**config.mk**
```make
export PLATFORM = sky130hd
export DESIGN_NAME = router_output_arbiter
export DESIGN_NICKNAME = d
export VERILOG_FILES = /design/src/rtl/noc.sv /design/src/rtl/router_output_arbiter.sv
export SDC_FILE = /design/constraint.sdc
export NUM_CORES = 1
export LEC_CHECK = 0
export CORE_UTILIZATION = 50
export DETAILED_ROUTE_END_ITERATION = 10
export PLACE_DENSITY_LB_ADDON = 0.05
export SLEW_MARGIN = 20
export SYNTH_ARGS = -nofsm -noshare
export SYNTH_HDL_FRONTEND = slang
export SYNTH_SLANG_ARGS = --single-unit
```
**constraint.sdc**
```tcl
create_clock -name clk -period 5.12 [get_ports clk]
set_clock_uncertainty 0.1 [all_clocks]
set_input_delay 1.024 -clock clk [delete_from_list [all_inputs] [get_ports clk]]
set_output_delay 1.024 -clock clk [all_outputs]
set_load 0.1 [all_outputs]
```
**src/rtl/noc.sv**
```systemverilog
// Shared network-on-chip constants: router port numbering.
package noc;

    localparam int kNumPorts  = 5;
    localparam int kNorthPort = 0;
    localparam int kSouthPort = 1;
    localparam int kWestPort  = 2;
    localparam int kEastPort  = 3;
    localparam int kLocalPort = 4;

endpackage

```
**src/rtl/router_output_arbiter.sv**
```systemverilog
// Wormhole output-port arbiter for a 5-port mesh router.
// Round-robin among inputs whose lookahead route selects this output, holds the
// output for the whole packet once a head flit wins, and gates every transfer on
// downstream credits. Grant is combinational from registered state.
module router_output_arbiter #(
    parameter int PortId  = noc::kLocalPort,
    parameter int Credits = 4
) (
    input  logic       clk,
    input  logic       rst,
    input  logic [4:0] request,
    input  logic [4:0] tail,
    input  logic       credit_in,
    output logic [4:0] grant,
    output logic       valid_out,
    output logic [3:0] credit_count,
    output logic       credit_error
);

    typedef enum logic {
        IDLE,
        LOCKED
    } state_t;

    // A flit never returns through the port it arrived on.
    localparam logic [4:0] kUturnMask = 5'(1 << PortId);
    localparam logic [3:0] kCredits   = 4'(Credits);

    state_t     state;
    logic [2:0] owner;
    logic [2:0] pointer;

    logic [4:0] masked;
    logic [2:0] winner;
    logic       found;
    logic [3:0] scan_sum;
    logic [2:0] scan_idx;
    logic [2:0] granted_idx;
    logic       granted_tail;
    logic [2:0] next_pointer;

    assign masked = request & ~kUturnMask;

    // Round-robin search: first masked requester at or after pointer, modulo 5.
    // NOTE: every variable gets a default before the loop so no latch is inferred.
    always_comb begin
        winner   = '0;
        found    = 1'b0;
        scan_sum = '0;
        scan_idx = '0;
        for (int k = 0; k < 5; k++) begin
            scan_sum = {1'b0, pointer} + 4'(k);
            scan_idx = (scan_sum >= 4'd5) ? 3'(scan_sum - 4'd5) : scan_sum[2:0];
            if (!found && masked[scan_idx]) begin
                found  = 1'b1;
                winner = scan_idx;
            end
        end
    end

    // Transfer grant: owner only while locked, round-robin winner while idle,
    // nothing during reset or without a downstream credit.
    always_comb begin
        grant = '0;
        if (rst && credit_count != 4'd0) begin
            if (state == LOCKED) begin
                if (masked[owner]) begin
                    grant[owner] = 1'b1;
                end
            end else if (found) begin
                grant[winner] = 1'b1;
            end
        end
    end

    assign valid_out    = |grant;
    assign granted_idx  = (state == LOCKED) ? owner : winner;
    assign granted_tail = tail[granted_idx];
    assign next_pointer = (granted_idx == 3'd4) ? 3'd0 : granted_idx + 3'd1;

    // Packet-lock FSM and round-robin pointer; pointer advances only past a tail.
    // NOTE: sequential state uses non-blocking assignments so all registers
    // update together from the values seen before the edge.
    always_ff @(posedge clk) begin
        if (!rst) begin
            state   <= IDLE;
            owner   <= '0;
            pointer <= '0;
        end else if (valid_out) begin
            if (granted_tail) begin
                state   <= IDLE;
                pointer <= next_pointer;
            end else if (state == IDLE) begin
                state <= LOCKED;
                owner <= winner;
            end
        end
    end

    // Downstream credit counter with a sticky overflow flag.
    always_ff @(posedge clk) begin
        if (!rst) begin
            credit_count <= kCredits;
            credit_error <= 1'b0;
        end else begin
            if (credit_in && !valid_out) begin
                if (credit_count == kCredits) begin
                    credit_error <= 1'b1;
                end else begin
                    credit_count <= credit_count + 4'd1;
                end
            end else if (valid_out && !credit_in) begin
                credit_count <= credit_count - 4'd1;
            end
        end
    end

endmodule
```
Word level (Yosys, flattened, before mapping)
Cells that the tools add are included. Widths: inputs -> output; s select.

Register bits: 12. Input bits: 13. Output and inout bits: 11. Word-level logic and storage cells: 101.

$add $sub $neg: 12. Order comparisons: 15. Equality and inequality tests: 3. Muxes and demuxes: 43. Bitwise gates (word level): 1. Reductions and logical operators: 22.

Operators by type and width (number): $mux 3 (12); $lt 3x4->1 const B (8); $bmux 1 s3 (7); $mux 5 (4); $ge 4x3->1 const B (4); $mux 1 (15); $sub 3x3->3 const B (5); $mux 4 (3); $logic_and 1x1->1 (9); $add 3x2->4 const B (2); $reduce_and 2->1 (4); $demux 1 s3 (2); $ge 3x1->1 const B (2); $logic_not 1->1 (6); $reduce_or 5->1 (1); $add 3x1->4 const B (1); $add 3x3->4 const B (1); $add 4x1->4 const B (1); $eq 4x3->1 const B (1); $reduce_bool 4->1 (1); $sub 4x1->4 const B (1); $add 3x1->3 const B (1); $eq 3x3->1 const B (1); $ge 3x3->1 const B (1); other kinds (3) (3).

Longest topological paths before layout
Gate-level depths: netlist (run 1).

Depth after elaboration: 29. Depth in mapped cells: 21. Depth with buffers taken out: 17.

Least setup slack after synthesis (run 1)
No wires, ideal clock.

Path kind: register -> output. From: register pointer[1]. To: output grant[0]. Data arrival time: 5.160 ns. Required time: 3.996 ns. Path slack: -1.164 ns. Stages on the path, launching flop included: 14. Path buffers: 2. Cells stage by stage: dfxtp_1 -> clkbuf_1 -> inv_1 -> ha_1 -> ha_1 -> a21oi_4 -> mux2_1 -> o311ai_1 -> o21a_1 -> buf_6 -> mux2_2 -> a21o_1 -> a21oi_1 -> a21boi_0.

Cells in the longest elaborated chain, start to end: 24. Elaborated cells between the ends (all ways): 55. Classes of those cells: 9 x add/sub; 7 x order compare; 30 x mux; 9 x reduce/logical.

RTL lines: start, declared (line router_output_arbiter.sv:31) `logic [2:0] pointer;`; start signal, assigned (line router_output_arbiter.sv:92) `pointer <= next_pointer;`; branches (longest 21 deep; another with $add 3x1->4); $mux 5 (*) (line router_output_arbiter.sv:70) `end else if (found) begin`; $mux 5 (*) (line router_output_arbiter.sv:66) `if (state == LOCKED) begin`; $mux 5 (*) (line router_output_arbiter.sv:65) `if (rst && credit_count != 4'd0) begin`; end, declared (line router_output_arbiter.sv:14) `output logic [4:0] grant,`.

Every way passes the cells marked *. The select of a mux whose other input is x is not followed.

Worst setup path after layout (run 1)
From: input request[1]. To: output grant[3].

Cells in the longest elaborated chain, start to end: 22. Elaborated cells between the ends (all ways): 39. Classes of those cells: 2 x order compare; 28 x mux; 9 x reduce/logical.

RTL lines: start, declared (line router_output_arbiter.sv:11) `input logic [4:0] request,`; $bmux 1 s3 (line router_output_arbiter.sv:54) `if (!found && masked[scan_idx]) begin`; $mux 1 (implied by the code) (line router_output_arbiter.sv:54); $mux 1 (line router_output_arbiter.sv:54); $logic_not 1->1 (line router_output_arbiter.sv:54); $logic_and 1x1->1 (line router_output_arbiter.sv:54); $mux 1 (line router_output_arbiter.sv:54); $logic_not 1->1 (line router_output_arbiter.sv:54); $logic_and 1x1->1 (line router_output_arbiter.sv:54); (+6 left out); $mux 3 (line router_output_arbiter.sv:54); $lt 3x4->1 (implied by the code) / $ge 3x1->1 (equally long branches) (line router_output_arbiter.sv:71) `grant[winner] = 1'b1;`; $logic_and 1x1->1 (implied by the code) (line router_output_arbiter.sv:71); $mux 1 (implied by the code) (line router_output_arbiter.sv:71); $demux 1 s3 (line router_output_arbiter.sv:71); $mux 5 (line router_output_arbiter.sv:70); $mux 5 (*) (line router_output_arbiter.sv:66); $mux 5 (*) (line router_output_arbiter.sv:65).

Every way passes the cells marked *; elsewhere a longest branch is shown, timed or not. The select of a mux whose other input is x is not followed.

==> results of run 1 <==
[routing by layer]
metal  share of wire [%]  global-route usage (%)  vias to the layer above
met4                 1.2                    5.81                        0
li1                    -                       -                      915
met1                  51                    34.4                      839
met2                  44                    40.6                       48
met5                   0                       0                        -
met3                 4.3                    2.74                        8
[critical path, stage by stage]
cell,delay (ns)
clkdlybuf4s50_1,0.58
mux2_2,0.36
o21a_1,0.17
a32oi_1,0.38
o211ai_1,0.16
mux2i_1,0.25
a311o_1,0.16
a21o_1,0.24
nand2_1,0.13
nor3_4,0.17
buf_12,0.20
[final cells by class]
class                   count  area, um2  area share (%)
flip-flops and latches     12        240            10.8
repair buffers             32        343            15.4
inverters                  15       56.3            2.53
multi-input cells         197       1490            67.1
clock buffers               4       36.3            1.63
well taps                  46       57.6            2.58
[kinds of logic after synthesis]
logic type / after synthesis / share of synthesized area (%)
fa+ha+maj: 14 / 10.4
other cells: 1 / 0.205
compound gates: 70 / 28.4
flops: 12 / 13.1
simple gates: 84 / 24.8
xor+xnor: 5 / 2.39
mux: 23 / 13.1
buf+inv: 30 / 7.59
[state kept, by name, summed over array words and instances (netlist names)]
register / cells
state: 1
owner: 3
pointer: 3
credit_error: 1
credit_count: 4
[through the flow]
step | hold WS, ns | util (%) | instances | instance area [um2]
after CTS | 0.395 | 64.8 | 306 | 2210
after global placement | 0.370 | 63.7 | 302 | 2180
final | 0.393 | 65.2 | 306 | 2230
after detailed placement | 0.384 | 63.7 | 302 | 2180
after floorplan | 0.362 | - | 239 | 1860
after global routing | 0.415 | 65.2 | 306 | 2230
[cell usage after synthesis, types with 3 or more instances]
library cell,count
mux2i_1,18
inv_1,14
buf_2,3
nand2_1,24
nor2_1,12
nor3_1,7
clkbuf_1,8
o21a_1,4
a21oi_1,12
nand3_1,9
a21o_1,7
mux2_2,3
nor2b_1,3
ha_1,12
nand2b_1,5
a31oi_1,5
o21ai_0,9
and3_1,6
xor2_1,3
dfxtp_1,12
[layout by cell type, fill, tap and decap left out, types with 3 or more instances in the layout]
cell	instances
nand2_1	24
clkbuf_4	3
buf_12	5
and3_1	6
a21o_1	7
dfxtp_1	12
a21oi_1	12
nor3_1	6
nand3_1	9
a31oi_1	4
mux2i_1	18
nor2_1	12
clkdlybuf4s50_1	16
mux2_2	3
nand2b_1	5
buf_4	11
nor2b_1	3
o21ai_0	9
xor2_1	3
o21a_1	3
ha_1	12
inv_1	14
[repair_timing]
| item | CTS | global route |
|---|---|---|
| resized for setup | 0 | 3 |
| hold endpoints to repair | 0 | 0 |
| setup buffers | 0 | 0 |
| setup endpoints to repair | 0 | 1 |
[worst max-delay path by stage]
stage               slack [ns]  depth (start not counted)         to        from
global placement          0.16                         11  valid_out  request[1]
global route            0.0006                         11  valid_out  request[1]
CTS                       0.12                         11  valid_out  request[1]
detailed placement        0.12                         11  valid_out  request[1]
floorplan                 0.16                         13   grant[0]  pointer[1]
finish                    0.16                         11   grant[3]  request[1]
==> results by group, run 1 <==
Status
  – Outcome: completed

Synth
  – Post-synth top area cell: dfxtp_1
  – Leading post-synthesis cells by cell area: dfxtp_1 (13%), mux2i_1 (9.8%), ha_1 (8.2%), nand2_1 (4.9%), a21oi_1 (3.3%)
  – Flip-flop and latch count after synthesis: 12
  – Post-Syn Nets: 266
  – Area share of the largest cell type after synthesis: 13.1%
  – Sequential fraction of the synthesis area: 13.1%
  – Asr flop ratio synth: 0%
  – YS warnings: 0
  – Mapped cell area: 1830 um2
  – Main flop type after synthesis: dfxtp_1
  – Syn_area_per_cell: 7.66 um2
  – Gate Count Post-Synth: 239
  – Post-synth EDFFs: 0
  – Unique masters post-synth: 65

Drt
  – Vias post-DR: 1810
  – Total Wirelength: 4.49 mm
  – Via density: 5.92
  – Number of iterations in the first detailed-routing pass: 4
  – Residual DRC: 0
  – WL per Instance: 14.7 um
  – Detail Route Antenna Nets: 0
  – Iter 0 DRT Violations: 93

Setup path
  – Crit path DAT: 3.84 ns
  – Kind of critical path: in -> out
  – R2r endpoint: credit_count[3]
  – Worst Setup End Kind: output port
  – Worst reg2reg path depth: 16
  – Reg2reg start: pointer[2]
  – Worst EP required: 4.00 ns
  – R2R setup slack: 0.75 ns
  – Startpoint types: primary input
  – Worst Path Max Fanout: 8

Clock network
  – CTS tree: done
  – CTS H-tree depth: 1
  – TritonCTS Sinks: 12
  – Hold buffer count at cts: 0
  – CTS Buf Count: 3
  – Clk root buf: clkbuf_4
  – Clk pin slew, worst setup/hold paths: 0.08 ns
  – Clock Latency Late Sink: 0.28 ns
  – Clock Path Buffers: 2

Timing
  – Final setup margin: 0.156 ns
  – Final setup viols: 0
  – Pins over their slew limit: 0
  – RSZ-0062 raised after global routing: false
  – Period minus WS final: 4.96 ns
  – Worst slew pin tran: 0.975 ns
  – Final hold vios: 0
  – Achievable frequency: 0.201 GHz
  – Final period util: 96.9%
  – Setup_tns: 0 ns
  – Max-slew headroom: 34.8%

GRT
  – Vias in the first global route: 1708
  – Overflow after GRT: 0
  – Largest net degree at the start of global routing: 19
  – Tot GR Track Use: 24.8%
  – First-pass GRT wire length: 7.86 mm
  – Initial antenna violation count: 0

Finish
  – Area growth from synthesis to layout: 21.7%
  – Final #Nets: 288
  – Share of post-route cells with drive strength above 1: 16.2%
  – Fillers: 310
  – N_diodes: 0

Placed design
  – Buffers on Ports: 21
  – Placed wire-length estimate: 3.45 mm
  – Setup WS pre-CTS: 0.118 ns
  – GPL Wtd Cong: 0.827

Floorplanning
  – CORE AREA: 3420 um2
  – Row cnt: 21
  – Die Wd: 62.5 um
  – Die height: 62.5 um
  – Io pins: 24
  – Initial Util: 53.6%
  – Die ar.: 3910 um2

Worst hold path
  – Hold Path Class: reg -> reg
  – Worst Hold End: owner[2]
  – Min-delay src: owner[2]
  – Hold Path Cell Cnt: 1

Flow run
  – Total of max-cap violations: 0
Power of run 1 is left out: the tool's default activity adds up to more than one toggle a clock period on the data nets, which glitch-free logic cannot reach.
==> run 2: changes to the inputs <==
--- a/config.mk
+++ b/config.mk
@@ -7,4 +7,5 @@
 export LEC_CHECK = 0
 export CORE_UTILIZATION = 50
+export CTS_BUF_LIST = sky130_fd_sc_hd__clkbuf_2
 export DETAILED_ROUTE_END_ITERATION = 10
 export PLACE_DENSITY_LB_ADDON = 0.05
==> constraint.sdc (replaced) <==
create_clock -name clk -period 5.12 [get_ports clk]
set_clock_uncertainty 0.1 [all_clocks]
set_input_delay 0.768 -clock clk [delete_from_list [all_inputs] [get_ports clk]]
set_output_delay 0.768 -clock clk [all_outputs]
set_load 0.1 [all_outputs]
==> run 2 against run 1 <==
Critical path depth grew 1. Global-route usage fell by 0.60 points. Fmax grew 6.0%. Utilization down 2.3 points. Cell count down 1.3%. Register-to-register slack got worse by 0.26 ns. Die area unchanged. Non-clock buffer count down 4.
==> results by group, run 2 (same netlist as run 1, synthesis figures left out) <==
GRT
  – Vias in the first global route: 1649 (was 1708)
  – Initial antenna violation count: 0 (unchanged)
  – Tot GR Track Use: 24.2% (was 24.8%)
  – First-pass GRT wire length: 7.71 mm (was 7.86 mm)
  – Largest net degree at the start of global routing: 19 (unchanged)
  – Overflow after GRT: 0 (unchanged)

Setup path
  – CP endpoint: valid_out (was grant[3])
  – Crit path largest cell delay: 0.55 ns (was 0.58 ns)
  – Worst Setup End Kind: output port (unchanged)
  – Worst EP required: 4.25 ns (was 4.00 ns)
  – Kind of critical path: reg -> out (was in -> out)
  – Reg2reg start: pointer[2] (unchanged)
  – Worst Path Max Fanout: 11 (was 8)
  – Crit. path cell count: 12 (was 11)
  – Startpoint types: flop (was primary input)
  – R2r endpoint: credit_count[3] (unchanged)
  – Crit path max-delay family: compound AO/OA/AOI/OAI gates (unchanged)
  – Crit-path slowest cell: dfxtp_1 (was clkdlybuf4s50_1)
  – Crit path from: pointer[2] (was request[1])
  – Buffer and inverter count on the worst path: 3 (was 2)
  – Worst reg2reg path depth: 16 (unchanged)
  – CP cell instances: inv_1, ha_1, a21oi_4, mux2_1, o311ai_1, o21a_1, mux2_4, a211oi_2, o22ai_2, nand2_2, inv_2, buf_12 (was clkdlybuf4s50_1, mux2_2, o21a_1, a32oi_1, o211ai_1, mux2i_1, a311o_1, a21o_1, nand2_1, nor3_4, buf_12)
  – Crit path DAT: 3.82 ns (was 3.84 ns)
  – R2R setup slack: 0.49 ns (was 0.75 ns)

Timing
  – Achievable frequency: 0.213 GHz (was 0.201 GHz)
  – Final hold vios: 0 (unchanged)
  – Hold slack: 0.410 ns (was 0.393 ns)
  – Pins over their slew limit: 0 (unchanged)
  – Max-slew headroom: 34.6% (was 34.8%)
  – RSZ-0062 raised after global routing: false (unchanged)
  – Final setup viols: 0 (unchanged)
  – Period minus WS final: 4.68 ns (was 4.96 ns)
  – Final period util: 91.5% (was 96.9%)
  – Worst slew pin tran: 0.977 ns (was 0.975 ns)

Floorplanning
  – Die Wd: 62.5 um (unchanged)
  – Io pins: 24 (unchanged)
  – Initial Util: 53.6% (unchanged)
  – Die ar.: 3910 um2 (unchanged)
  – CORE AREA: 3420 um2 (unchanged)
  – Die height: 62.5 um (unchanged)
  – Row cnt: 21 (unchanged)

Drt
  – Residual DRC: 0 (unchanged)
  – Vias post-DR: 1790 (was 1810)
  – Total Wirelength: 4.51 mm (was 4.49 mm)
  – Via density: 5.93 (was 5.92)
  – Iter 0 DRT Violations: 148 (was 93)
  – Detail Route Antenna Nets: 0 (unchanged)
  – WL per Instance: 14.9 um (was 14.7 um)
  – Number of iterations in the first detailed-routing pass: 4 (unchanged)

Finish
  – Area growth from synthesis to layout: 17.3% (was 21.7%)
  – Core Util, Final: 62.9% (was 65.2%)
  – Final Instance Area: 2150 um2 (was 2230 um2)
  – Final #Nets: 284 (was 288)
  – Max reg flops: 4 (unchanged)
  – Top flop regs: credit_count x4, owner x3, pointer x3 (unchanged)
  – Largest Register: credit_count (unchanged)
  – Commonest non-fill, non-tap cell in the layout: nand2_1 (unchanged)
  – Final cell count without fillers: 302 (was 306)
  – Fillers: 317 (was 310)
  – N_diodes: 0 (unchanged)
  – Share of post-route cells with drive strength above 1: 12.9% (was 16.2%)
  – Commonest non-fill, non-tap cells in the layout: nand2_1 (24), mux2i_1 (18), clkdlybuf4s50_1 (16) (unchanged)

Placed design
  – Post-Place Cells: 298 (was 302)
  – Placed inst area: 2130 um2 (was 2180 um2)
  – Placed wire-length estimate: 3.54 mm (was 3.45 mm)
  – GPL Wtd Cong: 0.882 (was 0.827)
  – Buffers on Ports: 21 (unchanged)

Clock network
  – Clk root buf: clkbuf_2 (was clkbuf_4)
  – TritonCTS Sinks: 12 (unchanged)
  – Clk pin slew, worst setup/hold paths: 0.12 ns (was 0.08 ns)
  – Clock Latency Late Sink: 0.28 ns (about the same)
  – CTS tree: done (unchanged)
  – CTS Buf Count: 3 (unchanged)
  – Hold buffer count at cts: 0 (unchanged)
  – CTS H-tree depth: 1 (unchanged)
  – Post-CTS Setup Bufs: 0 (unchanged)
  – Cts repair resizes: 0 (unchanged)
  – Clock Path Buffers: 2 (unchanged)

Flow run
  – Total of max-cap violations: 0 (unchanged)

Status
  – Outcome: completed (unchanged)

Worst hold path
  – Hold Path Class: reg -> reg (unchanged)
  – Min-delay src: credit_count[3] (was owner[2])
[run 2: per-layer routing]
layer	share of wire, %	wire length (um)	global-route usage [%]	vias to the layer above
met1	50	2240	33.2	830
met3	5.5	246	5.84	4
met2	44	1990	37.8	48
met4	0.67	30	5.52	0
li1	-	-	-	908
met5	0	0	0	-
[run 2: worst min-delay path by stage]
stage / slack [ns] / cells after the start / endpoint
4_1_cts: 0.41 / 2 / credit_error
2_1_floorplan: 0.36 / 1 / owner[2]
3_5_place_dp: 0.37 / 2 / credit_error
3_3_place_gp: 0.37 / 2 / credit_error
6_report: 0.41 / 2 / credit_count[3]
5_1_grt: 0.42 / 2 / credit_error
[run 2: worst min-delay path, cell delays in order (launching register included)]
cell	delay, ns
dfxtp_1	0.36
nand2_1	0.06
mux2i_1	0.05
[run 2: cell type report]
| cell class | instances | area [um2] | share of cell area (%) |
|---|---|---|---|
| sequential | 12 | 240 | 11.2 |
| tap | 46 | 57.6 | 2.68 |
| clock buffer | 3 | 15.0 | 0.699 |
| inverter | 15 | 56.3 | 2.62 |
| clock inverter | 1 | 3.75 | 0.175 |
| timing repair buffer | 28 | 313 | 14.6 |
| multi-input combinational | 197 | 1460 | 68.1 |
[run 2: per-stage QoR]
step                setup TNS [ns]  setup WS, ns
global placement                 0         0.454
global route                     0         0.170
CTS                              0         0.447
finish                           0         0.436
detailed placement               0         0.409
floorplan                   -0.180        -0.180
Power of run 2 is left out for the same reason.
==> run 3: changes to the inputs <==
Clock period 5.12 ns to 3.8 ns, I/O delays scaled along.
==> run 3 against run 2 <==
The flow now finishes with violations (setup timing). Highest routed layer unchanged. Register-to-register slack worse by 0.40 ns. First-iteration DRC count is 29% higher. Via count grew 11%.
==> results by group, run 3 (same netlist as run 1, synthesis figures left out) <==
Floorplanning
  – Die ar.: 3910 um2 (unchanged)
  – Die Wd: 62.5 um (unchanged)
  – Io pins: 24 (unchanged)
  – Row cnt: 21 (unchanged)
  – CORE AREA: 3420 um2 (unchanged)
  – Initial Util: 53.6% (unchanged)
  – Die height: 62.5 um (unchanged)

Finish
  – Final #Nets: 331 (was 284)
  – Area growth from synthesis to layout: 48.5% (was 17.3%)
  – Largest Register: credit_count (unchanged)
  – N_diodes: 0 (unchanged)
  – Share of post-route cells with drive strength above 1: 35.6% (was 12.9%)
  – Max reg flops: 4 (unchanged)
  – Commonest non-fill, non-tap cells in the layout: buf_4 (50), nand2_1 (22), mux2i_1 (17) (was nand2_1 (24), mux2i_1 (18), clkdlybuf4s50_1 (16))
  – Commonest non-fill, non-tap cell in the layout: buf_4 (was nand2_1)
  – Top flop regs: credit_count x4, owner x3, pointer x3 (unchanged)
  – Fillers: 231 (was 317)

Setup path
  – Kind of critical path: reg -> out (unchanged)
  – Startpoint types: flop (unchanged)
  – R2r endpoint: credit_count[3] (unchanged)
  – Worst EP required: 3.13 ns (was 4.25 ns)
  – R2R setup slack: 0.09 ns (was 0.49 ns)
  – Crit path DAT: 3.18 ns (was 3.82 ns)
  – Crit-path slowest cell: dfxtp_4 (was dfxtp_1)
  – CP cell instances: inv_4, ha_4, and3b_4, o21a_4, or3b_1, a211o_1, buf_4, a31oi_4, a211oi_4, o22ai_2, nand2_2, buf_6, inv_4, buf_12 (was inv_1, ha_1, a21oi_4, mux2_1, o311ai_1, o21a_1, mux2_4, a211oi_2, o22ai_2, nand2_2, inv_2, buf_12)
  – Reg2reg start: pointer[1] (was pointer[2])
  – Worst Path Max Fanout: 5 (was 11)
  – Buffer and inverter count on the worst path: 5 (was 3)
  – Most frequent CP cell: inv_4
  – Worst Setup End Kind: output port (unchanged)
  – Worst reg2reg path depth: 17 (was 16)
  – Crit path largest cell delay: 0.40 ns (was 0.55 ns)
  – Crit path max-delay family: compound AO/OA/AOI/OAI gates (unchanged)

Clock network
  – Clk pin slew, worst setup/hold paths: 0.13 ns (was 0.12 ns)
  – Clock Path Buffers: 2 (unchanged)
  – Clock Latency Late Sink: 0.28 ns (about the same)
  – CTS H-tree depth: 1 (unchanged)
  – CTS tree: done (unchanged)
  – CTS Buf Count: 3 (unchanged)
  – Clk root buf: clkbuf_2 (unchanged)
  – Hold buffer count at cts: 0 (unchanged)
  – TritonCTS Sinks: 12 (unchanged)

Timing
  – Final period util: 101%
  – RSZ-0062 raised after global routing: true (was false)
  – Worst slew pin tran: 0.977 ns (about the same)
  – Period minus WS final: 3.85 ns
  – Max-slew headroom: 34.7% (was 34.6%)
  – Final setup viols: 2 (was 0)
  – Final hold vios: 0 (unchanged)
  – Final setup margin: -0.0459 ns (was 0.436 ns)
  – Achievable frequency: 0.260 GHz
  – Pins over their slew limit: 0 (unchanged)

Drt
  – Vias post-DR: 1995 (was 1790)
  – Detail Route Antenna Nets: 0 (unchanged)
  – Via density: 5.72 (was 5.93)
  – WL per Instance: 14.8 um (was 14.9 um)
  – Number of iterations in the first detailed-routing pass: 4 (unchanged)
  – Residual DRC: 0 (unchanged)
  – Iter 0 DRT Violations: 191 (was 148)
  – Total Wirelength: 5.17 mm (was 4.51 mm)

GRT
  – Largest net degree at the start of global routing: 15 (was 19)
  – Tot GR Track Use: 27.6% (was 24.2%)
  – First-pass GRT wire length: 8.87 mm (was 7.71 mm)
  – Initial antenna violation count: 0 (unchanged)
  – Overflow after GRT: 0 (unchanged)
  – Vias in the first global route: 1943 (was 1649)

Placed design
  – Buffers on Ports: 21 (unchanged)
  – Setup WS pre-CTS: -0.219 ns (was 0.409 ns)
  – Placed wire-length estimate: 3.89 mm (was 3.54 mm)
  – GPL Wtd Cong: 0.862 (was 0.882)

Worst hold path
  – Hold Path Class: reg -> reg (unchanged)
  – Hold Path Cell Cnt: 2 (unchanged)
  – Min-delay src: credit_error (was credit_count[3])
  – Worst Hold End: credit_error (was credit_count[3])

Status
  – Outcome: finished, violations left (was completed)
  – Violated checks: setup timing

Flow run
  – Total of max-cap violations: 0 (unchanged)
## run 3: cell count changes in the layout (fill, tap and decap cells not counted), sizes merged
| cell | change |
|---|---|
| dlygate4sd2 | +3 |
| dlymetal6s2s | +1 |
| clkdlybuf4s50 | -4 |
| buf | +47 |
## run 3: how the worst max path moves through the flow
stage                      endpoint        from  cells past startpoint  slack, ns
global route              valid_out  pointer[1]                     14      -0.14
detailed placement  credit_count[3]  request[1]                     16      -0.22
floorplan                  grant[2]  pointer[0]                     14      -0.29
global placement    credit_count[3]  request[1]                     16      -0.14
finish                    valid_out  pointer[1]                     14      -0.05
CTS                       valid_out  pointer[1]                     14      -0.02
## run 3: area by class of cell
cell class,count,area (um2),area share [%]
multi-input cells,197,1650,60.6
clock inverters,1,3.75,0.138
well taps,46,57.6,2.12
repair buffers,75,679,25.0
clock buffers,3,15.0,0.552
flip-flops and latches,12,248,9.12
inverters,15,66.3,2.44
## run 3: timing repair
action,CTS,global route
endpoints found under the setup margin,6,7
cloned,0,0
pin swaps,7,11
setup buffers,9,6
resized for setup,18,12
## run 3: through the flow
stage,setup TNS [ns],util [%],area (um2),cells,hold slack (ns)
after CTS,-0.0390,76.9,2630,343,0.395
after global routing,-0.640,79.6,2720,349,0.434
final,-0.0505,79.6,2720,349,0.394
after detailed placement,-0.706,72.8,2490,330,0.362
after floorplan,-1.10,-,1970,239,0.362
after global placement,-0.369,72.8,2490,330,0.361
## run 3: layer usage
metal | part of all wire [%] | global-route usage [%] | wire length, um
met4 | 0.85 | 5.52 | 44
met2 | 49 | 46.3 | 2520
met1 | 45 | 37.8 | 2300
met3 | 5.9 | 3.10 | 303
met5 | 0 | 0 | 0
## run 3: worst register-to-register path, cell delays in order, from the launching register on
cell	delay, ns
dfxtp_4	0.40
inv_4	0.05
ha_4	0.17
and3b_4	0.21
o21a_4	0.21
or3b_1	0.35
a211o_1	0.31
and3_4	0.18
and2_4	0.17
a211oi_4	0.23
o22ai_2	0.15
nand2_2	0.13
nand2_4	0.06
ha_4	0.21
a21o_1	0.16
a21oi_2	0.15
mux2i_1	0.23
mux2i_1	0.19
Power of run 3 is left out for the same reason.
